### src/rtl/sm_pkg.sv
// Shared definitions for the sequencer and its receive-side monitor:
// symbol codes carried on the y stream and the monitor's state encoding.
package sm_pkg;

    localparam int STATE_WIDTH = 2;

    typedef logic [STATE_WIDTH-1:0] sym_t;

    // Symbol codes, shared with the sequencer
    localparam sym_t ST0 = 2'd0;
    localparam sym_t ST1 = 2'd1;
    localparam sym_t ST2 = 2'd2;
    localparam sym_t ST3 = 2'd3;

    // Monitor state: HUNT = not synchronised, Ek = last accepted symbol was k
    typedef enum logic [2:0] {
        HUNT = 3'd0,
        E0   = 3'd1,
        E1   = 3'd2,
        E2   = 3'd3,
        E3   = 3'd4
    } mon_state_t;

    // Monitor state reached after accepting symbol y
    function automatic mon_state_t sym_to_state(input sym_t y);
        case (y)
            ST0:     return E0;
            ST1:     return E1;
            ST2:     return E2;
            default: return E3;
        endcase
    endfunction

endpackage

### src/rtl/sm_sat_counter.sv
// Saturating up-counter with synchronous clear; clear has priority over increment.
module sm_sat_counter #(
    parameter int W = 16
) (
    input  logic         clk,
    input  logic         reset,
    input  logic         inc,
    input  logic         clr,
    output logic [W-1:0] count
);

    // Count up on inc, stick at all-ones, clear on clr or reset
    always_ff @(posedge clk) begin
        // NOTE: sequential state is written with <= so every flop samples pre-edge values.
        if (reset || clr) begin
            count <= '0;
        end else if (inc && (count != '1)) begin
            count <= count + W'(1);
        end
    end

endmodule

### src/rtl/sm_seq_monitor.sv
// Receive-side checker for the 4-state sequencer symbol stream y.
// Follows the sequencer through 0->1->{2->3 | 3}->0, recovers the ST1 control
// decision, reports closed frames and illegal transitions, and keeps counters.
module sm_seq_monitor
    import sm_pkg::*;
#(
    parameter int CNT_W = 16
) (
    input  logic             clk,
    input  logic             reset,
    input  logic             in_valid,
    input  logic [1:0]       in_y,
    input  logic             clr_cnt,
    output logic             locked,
    output logic             ctrl_valid,
    output logic             ctrl_bit,
    output logic             frame_done,
    output logic [2:0]       frame_len,
    output logic             err,
    output logic [CNT_W-1:0] frame_cnt,
    output logic [CNT_W-1:0] err_cnt
);

    mon_state_t state, state_nxt;
    logic [2:0] len, len_nxt;
    logic       locked_nxt;
    logic       ctrl_bit_nxt;
    logic       ctrl_ev;
    logic       frame_ev;
    logic       err_ev;
    logic       legal;

    // Next-state and event decode for one accepted symbol
    always_comb begin
        // NOTE: every signal gets a default first so no path leaves one unassigned (no latches).
        state_nxt    = state;
        len_nxt      = len;
        locked_nxt   = locked;
        ctrl_bit_nxt = ctrl_bit;
        ctrl_ev      = 1'b0;
        frame_ev     = 1'b0;
        err_ev       = 1'b0;
        legal        = 1'b0;

        if (in_valid) begin
            if (state == HUNT) begin
                // Only a frame start synchronises; anything else is silently skipped
                if (in_y == ST0) begin
                    state_nxt  = E0;
                    locked_nxt = 1'b1;
                    len_nxt    = 3'd1;
                end
            end else begin
                case (state)
                    E0:      legal = (in_y == ST1);
                    E1:      legal = (in_y == ST2) || (in_y == ST3);
                    E2:      legal = (in_y == ST3);
                    E3:      legal = (in_y == ST0);
                    default: legal = 1'b0;
                endcase

                if (legal) begin
                    state_nxt = sym_to_state(in_y);
                    len_nxt   = len + 3'd1;
                    if (state == E1) begin
                        ctrl_ev      = 1'b1;
                        ctrl_bit_nxt = (in_y == ST3);
                    end
                    if (state == E3) begin
                        // Closing symbol is also the first symbol of the next frame
                        frame_ev = 1'b1;
                        len_nxt  = 3'd1;
                    end
                end else begin
                    err_ev = 1'b1;
                    if (in_y == ST0) begin
                        // A 0 is always a valid frame start: resync without losing lock
                        state_nxt = E0;
                        len_nxt   = 3'd1;
                    end else begin
                        state_nxt  = HUNT;
                        locked_nxt = 1'b0;
                    end
                end
            end
        end
    end

    // Register FSM state, pulse outputs, sticky outputs and the frame counter
    always_ff @(posedge clk) begin
        if (reset) begin
            state      <= HUNT;
            len        <= 3'd0;
            locked     <= 1'b0;
            ctrl_valid <= 1'b0;
            ctrl_bit   <= 1'b0;
            frame_done <= 1'b0;
            frame_len  <= 3'd0;
            err        <= 1'b0;
            frame_cnt  <= '0;
        end else begin
            state      <= state_nxt;
            len        <= len_nxt;
            locked     <= locked_nxt;
            ctrl_valid <= ctrl_ev;
            ctrl_bit   <= ctrl_bit_nxt;
            frame_done <= frame_ev;
            err        <= err_ev;
            if (frame_ev) begin
                frame_len <= len;
            end
            if (clr_cnt) begin
                frame_cnt <= '0;
            end else if (frame_ev) begin
                frame_cnt <= frame_cnt + CNT_W'(1);
            end
        end
    end

    sm_sat_counter #(
        .W(CNT_W)
    ) u_err_cnt (
        .clk   (clk),
        .reset (reset),
        .inc   (err_ev),
        .clr   (clr_cnt),
        .count (err_cnt)
    );

endmodule
### config.mk
export PLATFORM = sky130hd
export DESIGN_NAME = sm_seq_monitor
export DESIGN_NICKNAME = d
export VERILOG_FILES = /design/src/rtl/sm_pkg.sv /design/src/rtl/sm_sat_counter.sv /design/src/rtl/sm_seq_monitor.sv
export SDC_FILE = /design/constraint.sdc
export NUM_CORES = 1
export LEC_CHECK = 0
export ABC_CLOCK_PERIOD_IN_PS = 2600
export CAP_MARGIN = 20
export CORE_ASPECT_RATIO = 0.5
export CORE_MARGIN = 10
export CORE_UTILIZATION = 51
export DETAILED_ROUTE_END_ITERATION = 7
export PLACE_DENSITY_LB_ADDON = 0.05
export SLEW_MARGIN = 20
export SYNTH_ARGS = -nofsm -noshare
export SYNTH_HDL_FRONTEND = slang
export SYNTH_SLANG_ARGS = --single-unit
### constraint.sdc
create_clock -name clk -period 2.6 [get_ports clk]
set_input_delay 0.52 -clock clk [delete_from_list [all_inputs] [get_ports clk]]
set_output_delay 0.52 -clock clk [all_outputs]
set_load 0.01 [all_outputs]
# Yosys cells after proc, flatten, opt, wreduce, memory -nomap -nowiden
# Index checks and enable logic that the tools add are counted.
[op_classes]
addsub = 3
eq_ne = 11
muxes = 24
n_bitwise = 3
reduce_logical = 10
[ops]
columns = ["op", "count"]
rows = [
  ["$add A16 B1 Y16 const B", 2],
  ["$mux W3", 7],
  ["$ne A16 B16 Y1 const B", 1],
  ["$mux W1", 15],
  ["$pmux W3 S3", 1],
  ["$reduce_and A4 Y1", 2],
  ["$eq A3 B2 Y1 const B", 2],
  ["$eq A2 B2 Y1 const B", 2],
  ["$ne A2 B2 Y1 const B", 2],
  ["$pmux W1 S4", 1],
  ["$reduce_or A4 Y1", 1],
  ["$add A3 B1 Y3 const B", 1],
  ["$eq A3 B1 Y1 const B", 1],
  ["$eq A3 B3 Y1 const B", 1],
  ["$logic_not A3 Y1", 1],
  ["$not A1 Y1", 3],
  ["$eq A2 B1 Y1 const B", 1],
  ["$logic_not A2 Y1", 1],
  ["$logic_or A1 B1 Y1", 2],
  ["$ne A2 B1 Y1 const B", 1],
  ["$reduce_and A2 Y1", 1],
  ["$reduce_or A2 Y1", 1],
  ["$logic_and A1 B1 Y1", 1],
]
[totals]
ff_bits = 46
out_inout_bits = 40

# Longest topological paths before layout
[depth]
ltp_word = 9
ltp_mapped = 8
ltp_nobuf = 7

# Cells and area by module
# A second synthesis with hierarchy kept.
[hier_totals]
cells_unflattened = 285
hier_area_um2 = 2438.6
[by_module_without_submodules]
columns = ["module", "n_inst", "cells_each", "area_each_um2", "seq_area_each_um2"]
rows = [
  ["sm_seq_monitor", 1, 190, 1591.5, 600.6],
  ["sm_sat_counter", 1, 95, 847.1, 320.3],
]

# Worst setup path before layout
# Ideal clock, no wire load.
[synth_path]
path_type = "input to register"
from = "input in_y[0]"
to = "register u_err_cnt.count[0]"
t_arrival_ns = 2.070
required_ns = 2.530
slack_ns = 0.460
cell_stages = 8
path_buffers = 1
path_cell_list = "inv_1 > ha_1 > nor2b_1 > o21a_1 > or3_4 > buf_2 > or3_1 > a21oi_1"
[synth_between]
elab_chain_cells = 9
[synth_rtl]
columns = ["item", "line_no", "rtl"]
rows = [
  ["start, declared", "sm_seq_monitor.sv:12", "input logic [1:0] in_y,"],
  ["$eq A2 B2 Y1, on equally long branches", "sm_seq_monitor.sv:56, sm_seq_monitor.sv:57", ""],
  ["$logic_or A1 B1 Y1", "sm_seq_monitor.sv:56", "E1: legal = (in_y == ST2) || (in_y == ST3);"],
  ["$pmux W1 S4 (*)", "sm_seq_monitor.sv:54", "case (state)"],
  ["$mux W1 (*)", "sm_seq_monitor.sv:46", "if (state == HUNT) begin"],
  ["$mux W1 (*)", "sm_seq_monitor.sv:45", "if (in_valid) begin"],
  ["$mux W1 (*)", "sm_seq_monitor.sv:62", "if (legal) begin"],
  ["$mux W1 (*)", "sm_seq_monitor.sv:46", ""],
  ["$mux W1 (*)", "sm_seq_monitor.sv:45", ""],
  ["$logic_and A1 B1 Y1 (*)", "sm_sat_counter.sv:17", "end else if (inc && (count != '1)) begin"],
  ["end signal, assigned", "sm_sat_counter.sv:18", "count <= count + W'(1);"],
  ["end, declared", "sm_sat_counter.sv:9", "output logic [W-1:0] count"],
]
# Mark *: on every way between the ends. The rest lies on a longest branch, timed or not. The select of a mux whose other input is x is not followed.
# A chain may end at the register's enable or synchronous reset.

# Worst setup path after layout
[layout_path]
from = "input in_y[0]"
to = "register u_err_cnt.count[2]"
# The elaborated chain is that of the path after synthesis.

==> results_dict.tcl <==
set metrics [dict create \
    finalSetupViolCount 0 \
    finalPower_mw 1.35 \
    rsz0062_at_grt "false" \
    num_vias 2217 \
    hold_viol_final 0 \
    areaGrowthSynthToFinish_pct 32.0 \
    finalCritPeriodShare_pct 91.0 \
    cts_resized 0 \
    synth_area_um2 2310 \
    clkTransAtPathRegs_ns 0.09 \
    path_max_fanout 10 \
    fin_area_um2 3040 \
    grt_pass1_wl_mm 9.70 \
    ys_ff_latch 46 \
    drtIter0Drc 82 \
    irDropWorstVdd_uv 277 \
    place_ws_ns -0.0795 \
    critPathArrivalTime_ns 2.62 \
    ctsLongestPathBuffers 2 \
    powerDensity_nw_per_um2 443 \
    worst_pin_slew_ns 0.663 \
    hpwlAfterDp_mm 4.33 \
    htree_levels 2 \
    via_per_inst 5.61 \
    synthFlopType "dfxtp_1" \
    syn_area_per_cell_um2 8.42 \
    cts-buffers-inserted 5 \
    postCtsSetupBuffers 0 \
    max_freq_mhz 423 \
    required_ns 2.85 \
    grt_max_degree 17 \
    ant_nets 0 \
    cts.sinks 46 \
    cts_tree "built" \
    stdcell_count 395 \
    syn_inst 274 \
    grt-ovfl-total 0 \
    diodes 0 \
    gp_congestion 0.840 \
    synthAdderAreaFrac_pct 4.34 \
    ios 46 \
    initial_utilization_pct 52.6 \
    synth_compound_area_share_pct 14.7 \
    synthSimpleGateAreaFrac_pct 32.1 \
    critPathKind "input port to flop" \
    die_width_um 115 \
    ys.warnings.count 0 \
    synthMuxAreaShare_pct 0.868 \
    place_area_um2 2930 \
    hold_buffers 0 \
    cp-end-kind "flop" \
    die-area_um2 7770 \
    min_period_ns 2.37 \
    max_slew_margin_pct 55.4 \
    drive_above_1_share_pct 11.5 \
    grtUsageTotal_pct 15.1 \
    core.rowCount 17 \
    yosysSeqAreaShare_pct 39.9 \
    drc_errors 0 \
    dieHeight_um 67.5 \
    wl_mm 5.66 \
    root_buffer "clkbuf_8" \
    status "finished clean" \
    ys_async_sr_fraction_pct 0 \
    max_cap_violations 0 \
    antenna_found_initial 0 \
    avgRoutedWirePerCell_um 14.3 \
    clock_latency_ns 0.31 \
    syn-num-nets 288 \
    start_kind "input port" \
    synthDistinctLibCells 46 \
    synth_xor_area_share_pct 4.18 \
    nNetsFinal 351 \
    hold_path_class "flop to flop" \
    drt_pass1_iterations 5 \
    final.setup_skew_ns 0.0110 \
    first_global_vias 2047 \
    core_um2 4380 \
    synth_top_family_by_area "simple AND/OR/NAND/NOR gates" \
    worst_slack_ns 0.235 \
    cellLeakagePower_nw 1.08 \
    drv_slew 0 \
    synth-edff-count 0 \
    portBuffers 45 \
    place_inst 387 \
]
[flip-flops by register name (all words and copies together) (netlist names), 3 cells and up]
name             flops
state                3
frame_cnt           16
len                  3
frame_len            3
u_err_cnt.count     16
[worst paths after layout]
path	startpoint	endpoint	slack (ns)	cells past startpoint
hold / removal	frame_len[2]	frame_len[2]	0.46	2
setup reg to reg	state[2]	u_err_cnt.count[10]	0.62	6
hold reg to reg	frame_len[2]	frame_len[2]	0.46	2
setup / recovery	in_y[0]	u_err_cnt.count[2]	0.23	8
[synthesized netlist by cell type (all sizes together), types with 2 or more instances]
master	number	area [µm²]
a31oi	2	12.5
o21ai	15	75.1
xor2	7	61.3
dfxtp	46	921
clkbuf	4	15.0
or4	7	52.6
or3	12	80.1
ha	8	100
nand3b	2	15.0
xnor2	4	35.0
and4	3	26.3
nand2b	3	18.8
nor3	8	50.1
nand3	18	95.1
mux2i	2	20.0
nand4	11	68.8
a21oi	27	135
o31ai	3	22.5
and3	8	50.1
buf	7	47.5
nor2	20	75.1
o211ai	4	30.0
nor2b	4	25.0
inv	7	26.3
nor4	3	33.8
o21a	2	15.0
nand2	27	101
[worst max-delay path: stages]
cell and delay, ns:
clkdlybuf4s50_1 0.48, inv_1 0.06, ha_1 0.21, nor2b_1 0.16, o21a_1 0.20, or3_4 0.44, or4_1 0.47, nand2_1 0.07
[cell usage in the layout (no fill, tap or decap), types with 11 or more instances in the layout]
master,n
clkdlybuf4s50_1,45
a21oi_1,27
nand3_1,17
nand2_1,27
dfxtp_1,46
nand4_1,11
nor2_1,20
buf_4,22
or3_1,11
[final cells by class]
type / instances / area [µm²]
tap: 57 / 71.3
multi-input combinational: 210 / 1300
sequential: 46 / 921
clock inverter: 3 / 43.8
inverter: 7 / 26.3
fill: 373 / 1340
timing repair buffer: 67 / 616
clock buffer: 5 / 68.8
[routing by layer]
metal  global-route usage, %  vias up  routed length [µm]
li1                        -     1122                   -
met1                    19.2     1010                2520
met2                    24.5       76                2580
met3                    4.77        9                 500
met4                    3.68        0                  60
met5                       0        -                   0
[where the power goes]
| part | switching, mW | leakage [nW] | internal (mW) |
|---|---|---|---|
| sequential | 0.00572 | 0.371 | 0.708 |
| combinational | 0.0443 | 0.651 | 0.0403 |
| clock | 0.262 | 0.0585 | 0.288 |
[cell families (layout without fill, tap and decap cells)]
group	Yosys count	count (layout)
compound gates	59	59
fa+ha+maj	8	8
buf+inv	18	82
simple gates	130	130
mux	2	2
xor+xnor	11	11
flops	46	46
[through the flow]
step / TNS (ns) / utilization (%) / hold slack (ns)
final: 0 / 69.4 / 0.460
after global routing: 0 / 69.4 / 0.501
after CTS: 0 / 69.4 / 0.467
after detailed placement: -0.392 / 66.9 / 0.453
after global placement: -0.0260 / 66.9 / 0.445
after floorplan: 0 / - / 0.468
Power figures use the tool's default switching activity.
